## src/rtl/mu0_sequencer.sv

```systemverilog
// MU0 control-phase sequencer: FETCH/EXEC1/EXEC2 strobes, run/step/halt,
// conditional-skip tracking and a saturating retired-instruction counter.
module mu0_sequencer #(
   parameter int unsigned    COUNT_W = 16,
   parameter logic [3:0]     SKIP_OP = 4'h9
) (
   input  logic               CLK,
   input  logic               RESET_N,
   input  logic               RUN,
   input  logic               STEP,
   input  logic               EXTRA,
   input  logic [15:0]        IR,
   input  logic               EQ,
   input  logic               MI,
   output logic               FETCH,
   output logic               EXEC1,
   output logic               EXEC2,
   output logic               skipstatus,
   output logic               HALTED,
   output logic               IDLE,
   output logic [COUNT_W-1:0] INSTR_COUNT
);

   localparam logic [4:0] S_IDLE  = 5'b00001;
   localparam logic [4:0] S_FETCH = 5'b00010;
   localparam logic [4:0] S_EXEC1 = 5'b00100;
   localparam logic [4:0] S_EXEC2 = 5'b01000;
   localparam logic [4:0] S_HALT  = 5'b10000;

   localparam logic [3:0] STP_OP  = 4'h7;

   logic [4:0]         state_q, state_d;
   logic               skip_q, skip_d;
   logic               pend_q, pend_d;
   logic               armed_q, armed_d;
   logic [COUNT_W-1:0] count_q, count_d;

   logic               is_skc, is_stp, cond, retire, set_pend, pend_eff;

   assign is_skc   = (IR[15:12] == SKIP_OP);
   assign is_stp   = (IR[15:12] == STP_OP);
   assign cond     = IR[0] ? MI : EQ;
   assign retire   = ((state_q == S_EXEC1) && !EXTRA) || (state_q == S_EXEC2);
   assign set_pend = (state_q == S_EXEC1) && is_skc && !skip_q && cond;
   // An SKC retiring straight into FETCH must skip that very next instruction.
   assign pend_eff = pend_q | set_pend;

   always_comb begin
      state_d = state_q;
      skip_d  = skip_q;
      pend_d  = pend_eff;
      armed_d = armed_q;
      count_d = count_q;

      case (state_q)
         S_IDLE: begin
            if (RUN || STEP) state_d = S_FETCH;
            if (STEP)        armed_d = 1'b1;
         end
         S_FETCH: state_d = S_EXEC1;
         S_EXEC1: if (EXTRA) state_d = S_EXEC2;
         S_EXEC2: state_d = S_EXEC2;
         S_HALT:  state_d = S_HALT;
         default: state_d = S_IDLE;
      endcase

      if (retire) begin
         skip_d = 1'b0;
         if (count_q != '1) count_d = count_q + 1'b1;
         if (is_stp && !skip_q) begin
            state_d = S_HALT;
         end else if (RUN && !armed_q) begin
            state_d = S_FETCH;
         end else begin
            state_d = S_IDLE;
            armed_d = 1'b0;
         end
      end

      if ((state_d == S_FETCH) && (state_q != S_FETCH) && pend_eff) begin
         skip_d = 1'b1;
         pend_d = 1'b0;
      end
   end

   always_ff @(posedge CLK or negedge RESET_N) begin
      if (!RESET_N) begin
         state_q <= S_IDLE;
         skip_q  <= 1'b0;
         pend_q  <= 1'b0;
         armed_q <= 1'b0;
         count_q <= '0;
      end else begin
         state_q <= state_d;
         skip_q  <= skip_d;
         pend_q  <= pend_d;
         armed_q <= armed_d;
         count_q <= count_d;
      end
   end

   assign IDLE        = state_q[0];
   assign FETCH       = state_q[1];
   assign EXEC1       = state_q[2];
   assign EXEC2       = state_q[3];
   assign HALTED      = state_q[4];
   assign skipstatus  = skip_q;
   assign INSTR_COUNT = count_q;

endmodule

```

## config.mk

```make
export PLATFORM = sky130hd
export DESIGN_NAME = mu0_sequencer
export DESIGN_NICKNAME = d
export VERILOG_FILES = /design/src/rtl/mu0_sequencer.sv
export SDC_FILE = /design/constraint.sdc
export NUM_CORES = 1
export LEC_CHECK = 0
export ABC_AREA = 1
export CAP_MARGIN = 20
export CORE_ASPECT_RATIO = 1.1
export CORE_UTILIZATION = 45
export DETAILED_ROUTE_END_ITERATION = 8
export PLACE_DENSITY = 0.79
export SLEW_MARGIN = 30
export SYNTH_ARGS = -nofsm -noshare
export SYNTH_HDL_FRONTEND = slang
export SYNTH_SLANG_ARGS = --single-unit
```

## constraint.sdc

```tcl
create_clock -name CLK -period 2.7 [get_ports CLK]
set_clock_uncertainty 0.15 [all_clocks]
set_input_delay 0.54 -clock CLK [delete_from_list [all_inputs] [get_ports CLK]]
set_output_delay 0.54 -clock CLK [all_outputs]
set_load 0.1 [all_outputs]
```

Word-level counts from Yosys, hierarchy flattened
Index checks and enable logic that the tools add are counted.
{"block": "word_totals", "regBits": 24, "input_bits": 23, "out_inout_bits": 22, "wordCells": 47}
{"block": "op_classes", "addsub": 1, "eq_ne": 10, "muxes": 15, "bitwise": 1, "reduce_logical": 15}
{"operator": "5-bit one-hot mux with 5 select lines", "n": 1}
{"operator": "5-bit 2-to-1 mux", "n": 4}
{"operator": "16-bit by 1-bit adder with 16-bit output (second input constant)", "n": 1}
{"operator": "16-bit inequality test (second input constant)", "n": 1}
{"operator": "5-bit by 2-bit equality test with 1-bit output (second input constant)", "n": 2}
{"operator": "1-bit 2-to-1 mux", "n": 9}
{"operator": "1-bit logical AND", "n": 8}
{"operator": "5-bit by 1-bit equality test with 1-bit output (second input constant)", "n": 1}
{"operator": "5-bit by 3-bit equality test with 1-bit output (second input constant)", "n": 1}
{"operator": "5-bit by 4-bit equality test with 1-bit output (second input constant)", "n": 1}
{"operator": "5-bit equality test (second input constant)", "n": 1}
{"operator": "5-bit by 2-bit inequality test with 1-bit output (second input constant)", "n": 1}
{"operator": "4-bit by 3-bit equality test with 1-bit output (second input constant)", "n": 1}
{"operator": "4-bit equality test (second input constant)", "n": 1}
{"operator": "1-bit zero test", "n": 3}
{"operator": "1-bit logical OR", "n": 2}
{"operator": "2-bit 2-to-1 mux", "n": 1}
{"operator": "2-bit AND reduction", "n": 1}
{"operator": "2-bit nonzero test", "n": 1}
{"operator": "1-bit OR", "n": 1}

Logic depth before layout (Yosys ltp)
Gate-level depths: netlist of the first run.
{"block": "logic_depth", "depth_word": 9, "mapped_depth": 11, "mapped_depth_nobuf": 10}

Least setup slack after synthesis of the first run
Ideal clock, no wire load.
{"block": "synth_timing", "path_type": "register to register", "start": "register count_q[0], in the netlist INSTR_COUNT[0]", "end": "register count_q[3], in the netlist INSTR_COUNT[3]", "setup_time_ns": 0.119, "arrival_time_ns": 2.082, "t_required_ns": 2.431, "slack_ns": 0.349, "path_stages_with_launch": 12, "path_buffers": 1, "synth_period_minus_slack_ns": 2.351, "path_cell_list": "dfrtp_1 -> ha_1 -> nand3_2 -> inv_2 -> nand2_2 -> clkinv_1 -> nand2_4 -> nand2_8 -> inv_6 -> buf_12 -> nand2_2 -> nand2_2"}
{"block": "synth_via", "elab_chain_cells": 2, "elab_cells_between_ends": 3, "cone_classes": "add/sub (1); eq/ne (1); reduce/logical (1)"}
{"item": "start, declared", "line_no": "36", "rtl": "logic [COUNT_W-1:0] count_q, count_d;"}
{"item": "start signal, assigned", "line_no": "98", "rtl": "count_q <= count_d;"}
{"item": "parallel branches: the longest is 2 deep, another holds 16-bit by 1-bit adder with 16-bit output"}
Several ways; the timed one is not identified.
A chain may end at the register's enable or synchronous reset.

Worst setup path in the final report of the first run
{"block": "layout_timing", "start": "register state_q[0]", "end": "output port IDLE"}
{"item": "start, declared", "line_no": "32", "rtl": "logic [4:0] state_q, state_d;"}
{"item": "start signal, assigned", "line_no": "94", "rtl": "state_q <= state_d;"}
{"item": "end, declared", "line_no": "20", "rtl": "output logic IDLE,"}
No word-level cell between the ends.

==> results of run 1 <==
## cells in the mapped netlist
cell type	number	area (sq um)
sky130_fd_sc_hd__inv_1	27	101.4
sky130_fd_sc_hd__nand2_1	76	285.3
sky130_fd_sc_hd__nand3b_1	1	7.510
sky130_fd_sc_hd__nand3_2	1	10.01
sky130_fd_sc_hd__inv_2	2	7.510
sky130_fd_sc_hd__nand3_1	11	55.05
sky130_fd_sc_hd__nor2_2	3	18.77
sky130_fd_sc_hd__nand2_2	22	137.6
sky130_fd_sc_hd__xnor2_1	6	52.55
sky130_fd_sc_hd__dfrtp_1	23	575.6
sky130_fd_sc_hd__buf_12	1	20.02
sky130_fd_sc_hd__or2_2	1	6.260
sky130_fd_sc_hd__inv_6	1	8.760
sky130_fd_sc_hd__ha_1	1	12.51
sky130_fd_sc_hd__xor2_1	1	8.760
sky130_fd_sc_hd__o21a_1	1	7.510
sky130_fd_sc_hd__dfstp_2	1	26.28
sky130_fd_sc_hd__o21ai_0	5	25.02
sky130_fd_sc_hd__nand4_4	2	42.54
sky130_fd_sc_hd__nand4_1	4	25.02
sky130_fd_sc_hd__nand2_8	1	20.02
sky130_fd_sc_hd__nor2_1	26	97.59
sky130_fd_sc_hd__o21ai_1	1	5.000
sky130_fd_sc_hd__nor2_4	3	33.78
sky130_fd_sc_hd__nand2_4	2	22.52
sky130_fd_sc_hd__clkinv_1	1	3.750
sky130_fd_sc_hd__buf_6	1	11.26
## report_power, final
| part | internal, mW | switching (mW) | total [mW] |
|---|---|---|---|
| combinational | 0.153 | 0.486 | 0.639 |
| clock | 0.0577 | 0.106 | 0.163 |
| sequential | 0.413 | 0.0583 | 0.471 |
| total | 0.623 | 0.650 | 1.27 |
## stage by stage
stage               std cells  util [%]  power, mW  hold WS [ps]
finish                    309     58.06      1.274         355.1
floorplan                 225         -     0.9932         94.41
detailed placement        305     57.28      1.122         330.1
CTS                       309     58.06      1.287         359.6
global placement          305     57.28      1.114         324.5
global route              309     58.06      1.356         389.3
## per-layer routing
metal  global-route usage [%]  share of wire, %  vias up
met5                        0                 0        -
met4                    6.250              0.46        0
met1                    22.39                44      652
li1                         -                 -      752
met3                    1.996               4.1        2
met2                    37.78                51       31
## flip-flops by register name, summed over array words and instances (netlist names)
name         flops
INSTR_COUNT     16
armed_q          1
pend_q           1
state_q          5
skipstatus       1
## kinds of logic after synthesis
group	after synthesis	synth area share, %
buf+inv	33	9.378
flops	24	36.97
simple gates	153	46.81
fa+ha+maj	1	0.7685
xor+xnor	7	3.766
compound gates	7	2.306
## layout make-up
class / instances / share of cell area (%)
Clock buffer: 4 / 1.337
Timing Repair Buffer: 34 / 14.39
Inverter: 31 / 6.174
Tap cell: 48 / 3.055
Multi-Input combinational cell: 168 / 44.43
Sequential cell: 24 / 30.62
## worst max-delay path by stage
stage | startpoint | endpoint | depth (start not counted)
after floorplan | INSTR_COUNT[0] | INSTR_COUNT[3] | 11
after global placement | EXTRA | INSTR_COUNT[13] | 8
after detailed placement | EXTRA | INSTR_COUNT[14] | 8
after CTS | state_q[0] | IDLE | 1
after global routing | INSTR_COUNT[0] | INSTR_COUNT[0] | 10
final | state_q[0] | IDLE | 1
## cells in the final DEF, fill, tap and decap left out
| cell | n |
|---|---|
| sky130_fd_sc_hd__nand2_1 | 76 |
| sky130_fd_sc_hd__inv_1 | 27 |
| sky130_fd_sc_hd__nor2_1 | 26 |
| sky130_fd_sc_hd__dfrtp_1 | 23 |
| sky130_fd_sc_hd__buf_4 | 23 |
| sky130_fd_sc_hd__nand2_2 | 22 |
| sky130_fd_sc_hd__nand3_1 | 11 |
| sky130_fd_sc_hd__clkdlybuf4s50_1 | 11 |
| sky130_fd_sc_hd__xnor2_1 | 6 |
| sky130_fd_sc_hd__o21ai_0 | 5 |
| sky130_fd_sc_hd__nand4_1 | 4 |
| sky130_fd_sc_hd__nor2_4 | 3 |
| sky130_fd_sc_hd__nor2_2 | 3 |
| sky130_fd_sc_hd__clkbuf_4 | 3 |
| sky130_fd_sc_hd__nand4_4 | 2 |
| sky130_fd_sc_hd__nand2_4 | 2 |
| sky130_fd_sc_hd__inv_2 | 2 |
| sky130_fd_sc_hd__or2_2 | 1 |
| sky130_fd_sc_hd__o21a_1 | 1 |
| sky130_fd_sc_hd__nand3_2 | 1 |
| sky130_fd_sc_hd__nand3b_1 | 1 |
| sky130_fd_sc_hd__clkinv_1 | 1 |
| sky130_fd_sc_hd__nand2_8 | 1 |
| sky130_fd_sc_hd__inv_6 | 1 |
| sky130_fd_sc_hd__xor2_1 | 1 |
| sky130_fd_sc_hd__o21ai_1 | 1 |
| sky130_fd_sc_hd__ha_1 | 1 |
| sky130_fd_sc_hd__clkbuf_1 | 1 |
| sky130_fd_sc_hd__dfstp_2 | 1 |
==> impl_results.rst, run 1 <==
.. list-table::
   :header-rows: 1

   * - Metric
     - Value
   * - Result of the run
     - completed
   * - Total number of vias
     - 1437
   * - Total routing usage reported by global routing
     - around a fifth
   * - Crit path max-delay cell type
     - sky130_fd_sc_hd__dfstp_2
   * - Worst reg2reg setup slack
     - approximately 910 ps
   * - Setup_tns
     - 0 ps
   * - Maximum Capacitance Violations
     - 0
   * - Horizontal die dimension
     - 59.35 microns
   * - Share of layout cells above drive strength 1
     - 24.90%
   * - Arrival @ worst endpoint
     - 1180 ps
   * - Element type at the critical path start
     - flop
   * - Number of top-level design ports
     - 45
   * - Pin count of the biggest net entering global routing
     - 25
   * - Unrepaired setup endpoints after global routing
     - false
   * - Setup violations, final
     - 0
   * - Number of hold-slack violations in the final timing report
     - 0
   * - Instance count of the mapped netlist
     - approximately 230
   * - Area used by multi-input combinational logic
     - between 800 and 900 sq um
   * - Clock net sink count
     - 24
   * - Data required time at the worst endpoint
     - about 2000 ps
   * - Layout area overhead
     - 20.75%
   * - Number of synthesized register bits
     - 24
   * - Worst-case clock buffer depth
     - 2
   * - Cts repair resizes
     - 0
   * - Clk Latency, worst-skew pair
     - about 310 ps
   * - Buffers plus inverters on the worst setup path
     - 1
   * - Critical hold path startpoint
     - armed_q
   * - Final count of pins violating max slew
     - 0
   * - Die area
     - 3862 sq um
   * - Overall overflow remaining after global route
     - 0
   * - Count of input and output buffers
     - 33
   * - CTS H-tree lvls
     - 1
   * - Initial detailed-routing violation count
     - between 40 and 50
   * - Post-detailed-route via-to-cell ratio
     - between 4 and 5
   * - Clock slew at reported path FFs
     - about 120 ps
   * - Top cell family by delay on the critical path
     - flip-flops
   * - Worst flop-to-flop path endpoint
     - INSTR_COUNT[14]
   * - Post-synthesis cell area
     - approximately 1600 sq um
   * - Cell area after placement
     - between 1500 and 2000 sq um
   * - Cts hold-fix bufs
     - 0
   * - Number of nets still failing antenna checks after routing
     - 0
   * - Min-Delay Path Depth
     - 1
   * - Number of filler cells placed in the layout
     - about 350
   * - Final weighted congestion of routability-driven global placement
     - about 0.85
   * - Initial antenna violation count
     - 0
   * - Fin crit period
     - about 1900 ps
   * - Largest stage delay on the critical path
     - 580 ps
   * - Total wire length
     - 3286 microns
   * - Final net count
     - between 200 and 300
   * - Worst ir drop on vdd
     - approximately 0.47 mV
   * - Synthesized netlist net count
     - roughly 250
   * - Fin crit share
     - around 69%
   * - Chip Height
     - about 65 microns
   * - Share of synthesized area occupied by flip-flops and latches
     - a little under two fifths
   * - Total half-perimeter wirelength after legalization and detailed placement
     - ~2500 microns
   * - Path category of the worst min-delay check
     - reg -> reg
   * - Average wire per standard cell
     - about 11 microns
   * - Logic depth of the worst register-to-register path
     - 10
   * - Headroom to the max-slew limit
     - 79.55%
   * - Category of the most critical setup path
     - reg -> out
   * - Root Buffer
     - sky130_fd_sc_hd__clkbuf_4
   * - Average footprint of a synthesized cell
     - around 7.2 sq um
   * - # DRC
     - 0
   * - Effective utilization at floorplan
     - 48.08%
   * - Leakage
     - 1.001 nW
   * - Count of yosys warnings during synthesis
     - 0
   * - Setup WS pre-CTS
     - slightly above 700 ps
   * - Setup fix buffers added after clock tree synthesis
     - 0
   * - Maximum clock frequency
     - about 530 MHz
   * - Worst setup EP type
     - primary output
   * - Fin worst setup slack
     - a little over 800 ps
   * - Worst reg2reg startpoint
     - INSTR_COUNT[0]
   * - Power density over cell area
     - 647.9 nW/um^2
   * - Number of global-route vias before repair
     - approximately 1400
   * - CORE AREA
     - between 3000 and 4000 sq um
   * - Worst hold endpoint
     - armed_q
   * - Cell area after layout
     - a little under 2000 sq um
   * - Max Fanout on Critical Path
     - 3
   * - First-pass GRT wire length
     - 5837 microns
   * - Chain of cells forming the critical path
     - buf_4
   * - Detailed Routing Iterations Pass 1
     - 4
   * - Site row count
     - 22
   * - Antenna diode instance count
     - 0
   * - Clock buffer count from CTS
     - 3
   * - Worst slew pin tran
     - around 310 ps
   * - Flip-flop and latch area
     - about 600 sq um
   * - Clock tree from TritonCTS
     - built
   * - Yosys cell types
     - 27
(Power assumes the default switching activity.)
==> run 2, diff against run 1 <==
==> constraint.sdc (replaced) <==
create_clock -name CLK -period 1.8 [get_ports CLK]
set_clock_uncertainty 0.15 [all_clocks]
set_input_delay 0.36 -clock CLK [delete_from_list [all_inputs] [get_ports CLK]]
set_output_delay 0.36 -clock CLK [all_outputs]
set_load 0.1 [all_outputs]
==> run 2 against run 1 <==
- critical path depth rose by 1
- count of clock-buffer cells in the layout unchanged
- sequential power rose by 63%
- global-route usage increased by 0.90 points
- power is 76% higher
- largest cell class unchanged
==> impl_results.rst, run 2 (same netlist as run 1, synthesis figures left out) <==
.. list-table::
   :header-rows: 1

   * - Metric
     - Value
   * - Result of the run
     - completed
   * - Clock buffer count from CTS
     - 3 (unchanged)
   * - CTS H-tree lvls
     - 1 (unchanged)
   * - Worst ir drop on vdd
     - 0.7822 mV (+65%)
   * - Number of global-route vias before repair
     - 1457 (+4.4%)
   * - Fin worst setup slack
     - 112.4 ps (-713.4 ps)
   * - Largest stage delay on the critical path
     - 520 ps (-60 ps)
   * - Element type at the critical path start
     - flop
   * - Number of hold-slack violations in the final timing report
     - 0 (unchanged)
   * - Data required time at the worst endpoint
     - 1290 ps (-720 ps)
   * - Total number of vias
     - 1487 (+3.5%)
   * - Worst hold margin
     - 244.0 ps (-111.1 ps)
   * - Leading cell type in the layout, fill and taps excluded
     - sky130_fd_sc_hd__nand2_1
   * - Overall overflow remaining after global route
     - 0 (unchanged)
   * - Final weighted congestion of routability-driven global placement
     - 0.8529 (about the same)
   * - Maximum clock frequency
     - 592.6 MHz
   * - Detailed Routing Iterations Pass 1
     - 4 (unchanged)
   * - Power density over cell area
     - 962.2 nW/um^2 (+49%)
   * - CORE AREA
     - 3386 sq um (unchanged)
   * - Part of the power in combinational logic
     - 52.4% (+2.2 points)
   * - Arrival @ worst endpoint
     - 1180 ps (about the same)
   * - Worst slew pin tran
     - 301.7 ps (-5.048 ps)
   * - Category of the most critical setup path
     - reg -> out
   * - Cts hold-fix bufs
     - 0 (unchanged)
   * - Max Fanout on Critical Path
     - 5 (+2)
   * - Site row count
     - 22 (unchanged)
   * - Setup fix buffers added after clock tree synthesis
     - 0 (unchanged)
   * - Share of layout cells above drive strength 1
     - 34.22% (+9.3 points)
   * - Count of input and output buffers
     - 33 (unchanged)
   * - Worst-case clock buffer depth
     - 2 (unchanged)
   * - Average wire per standard cell
     - 11.23 microns (+5.6%)
   * - Clock tree from TritonCTS
     - built
   * - Unrepaired setup endpoints after global routing
     - false
   * - Worst setup EP type
     - primary output
   * - Part of the total power dissipated in sequential elements
     - 34.4% (-2.6 points)
   * - Clock slew at reported path FFs
     - 130 ps (about the same)
   * - Clk Latency, worst-skew pair
     - 330 ps (+20 ps)
   * - Initial antenna violation count
     - 0 (unchanged)
   * - Layout area overhead
     - 42.89%
   * - Clock net sink count
     - 24 (unchanged)
   * - Total half-perimeter wirelength after legalization and detailed placement
     - 2760 microns (+8.3%)
   * - Chain of cells forming the critical path
     - buf_4 -> buf_12
   * - Setup violations, final
     - 0 (unchanged)
   * - Maximum Capacitance Violations
     - 0 (unchanged)
   * - Path category of the worst min-delay check
     - in -> async
   * - # DRC
     - 0 (unchanged)
   * - Number of nets still failing antenna checks after routing
     - 0 (unchanged)
   * - Leakage
     - 1.054 nW (+5.3%)
   * - Number of filler cells placed in the layout
     - 278 (-20%)
   * - Fin crit share
     - between 90% and 100%
   * - Die area
     - 3862 sq um (unchanged)
   * - Headroom to the max-slew limit
     - 79.89% (+0.34 points)
   * - Number of flip-flops under the largest register name
     - 16 (unchanged)
   * - Fin crit period
     - around 1700 ps
   * - Part of the power in the clock network
     - 13.1% (+0.3 points)
   * - Total routing usage reported by global routing
     - 20.75% (+0.90 points)
   * - Final net count
     - 288 (+0.70%)
   * - Antenna diode instance count
     - 0 (unchanged)
   * - Horizontal die dimension
     - 59.35 microns (unchanged)
   * - Worst reg2reg setup slack
     - 110 ps (-800 ps)
   * - Setup WS pre-CTS
     - 39.48 ps (-676.0 ps)
   * - Effective utilization at floorplan
     - 48.08% (unchanged)
   * - Final count of pins violating max slew
     - 0 (unchanged)
   * - Fraction of power spent switching nets
     - 46.92% (-4.1 points)
   * - Internal Dissipation
     - 1.188 mW (+91%)
   * - First-pass GRT wire length
     - 5982 microns (+2.5%)
   * - Reported net switching power
     - 1.050 mW (+62%)
   * - Number of top-level design ports
     - 45 (unchanged)
   * - Root Buffer
     - sky130_fd_sc_hd__clkbuf_4
   * - Initial detailed-routing violation count
     - 46 (+7.0%)
   * - Post-detailed-route via-to-cell ratio
     - 4.781 (+2.8%)
   * - Highest-count cells in the layout ignoring fill and taps
     - sky130_fd_sc_hd__nand2_1, sky130_fd_sc_hd__inv_1, sky130_fd_sc_hd__nor2_1, sky130_fd_sc_hd__nand2_2, sky130_fd_sc_hd__buf_12
   * - Crit path max-delay cell type
     - sky130_fd_sc_hd__dfrtp_4
   * - Chip Height
     - 65.08 microns (unchanged)
   * - Total wire length
     - 3492 microns (+6.3%)
   * - Pin count of the biggest net entering global routing
     - 25 (unchanged)
-- run 2: final cells by class --
| class | count | area (sq um) | area share, % |
|---|---|---|---|
| Clock buffer | 4 | 36.28 | 1.560 |
| Inverter | 31 | 125.1 | 5.379 |
| Multi-Input combinational cell | 168 | 885.9 | 38.09 |
| Sequential cell | 24 | 645.6 | 27.76 |
| Tap cell | 48 | 60.06 | 2.582 |
| Timing Repair Buffer | 36 | 573.1 | 24.64 |
-- run 2: path summary, 6_finish.rpt --
check                                     from        endpoint  depth (start not counted)
max in group asynchronous              RESET_N      state_q[0]                          2
worst min register to register         armed_q         armed_q                          1
worst max register to register  INSTR_COUNT[1]  INSTR_COUNT[5]                         10
min in group CLK                       armed_q         armed_q                          1
worst min-delay path                   RESET_N  INSTR_COUNT[2]                          2
worst max-delay path            INSTR_COUNT[0]  INSTR_COUNT[0]                          2
-- run 2: per-layer routing --
layer  wire [microns]  global-route usage (%)  vias up
met3              134                   1.996        7
li1                 -                       -      757
met2             1903                   40.31       39
met4               73                   9.524        0
met5                0                       0        -
met1             1381                   21.45      684
-- run 2: timing repair --
item,4_1_cts,5_1_grt
setup endpoints to repair,0,4
resized for setup,0,1
endpoints found under the hold margin,0,0
-- run 2: per-stage QoR --
stage | TNS, ps | util, % | total power [mW] | cell area, sq um | cells
2_1_floorplan | -38.61 | - | 1.537 | 1685 | 225
6_report | 0 | 68.70 | 2.238 | 2326 | 311
3_5_place_dp | 0 | 67.55 | 1.963 | 2287 | 307
3_3_place_gp | 0 | 67.55 | 1.937 | 2287 | 307
4_1_cts | 0 | 68.63 | 2.255 | 2323 | 311
5_1_grt | 0 | 68.70 | 2.352 | 2326 | 311
-- run 2: critical path, delay by kind of cell, from the launching register on --
kind | cells | cell delay, ps
flip-flops | 1 | 520
buffers and inverters | 2 | 330
-- run 2: power by group through the flow --
stage / sequential, mW / combinational, mW / clock, mW
floorplan: 1.21 / 0.325 / 0
global placement: 0.775 / 1.16 / 0
detailed placement: 0.784 / 1.18 / 0
CTS: 0.773 / 1.18 / 0.302
global route: 0.781 / 1.25 / 0.324
finish: 0.770 / 1.17 / 0.294
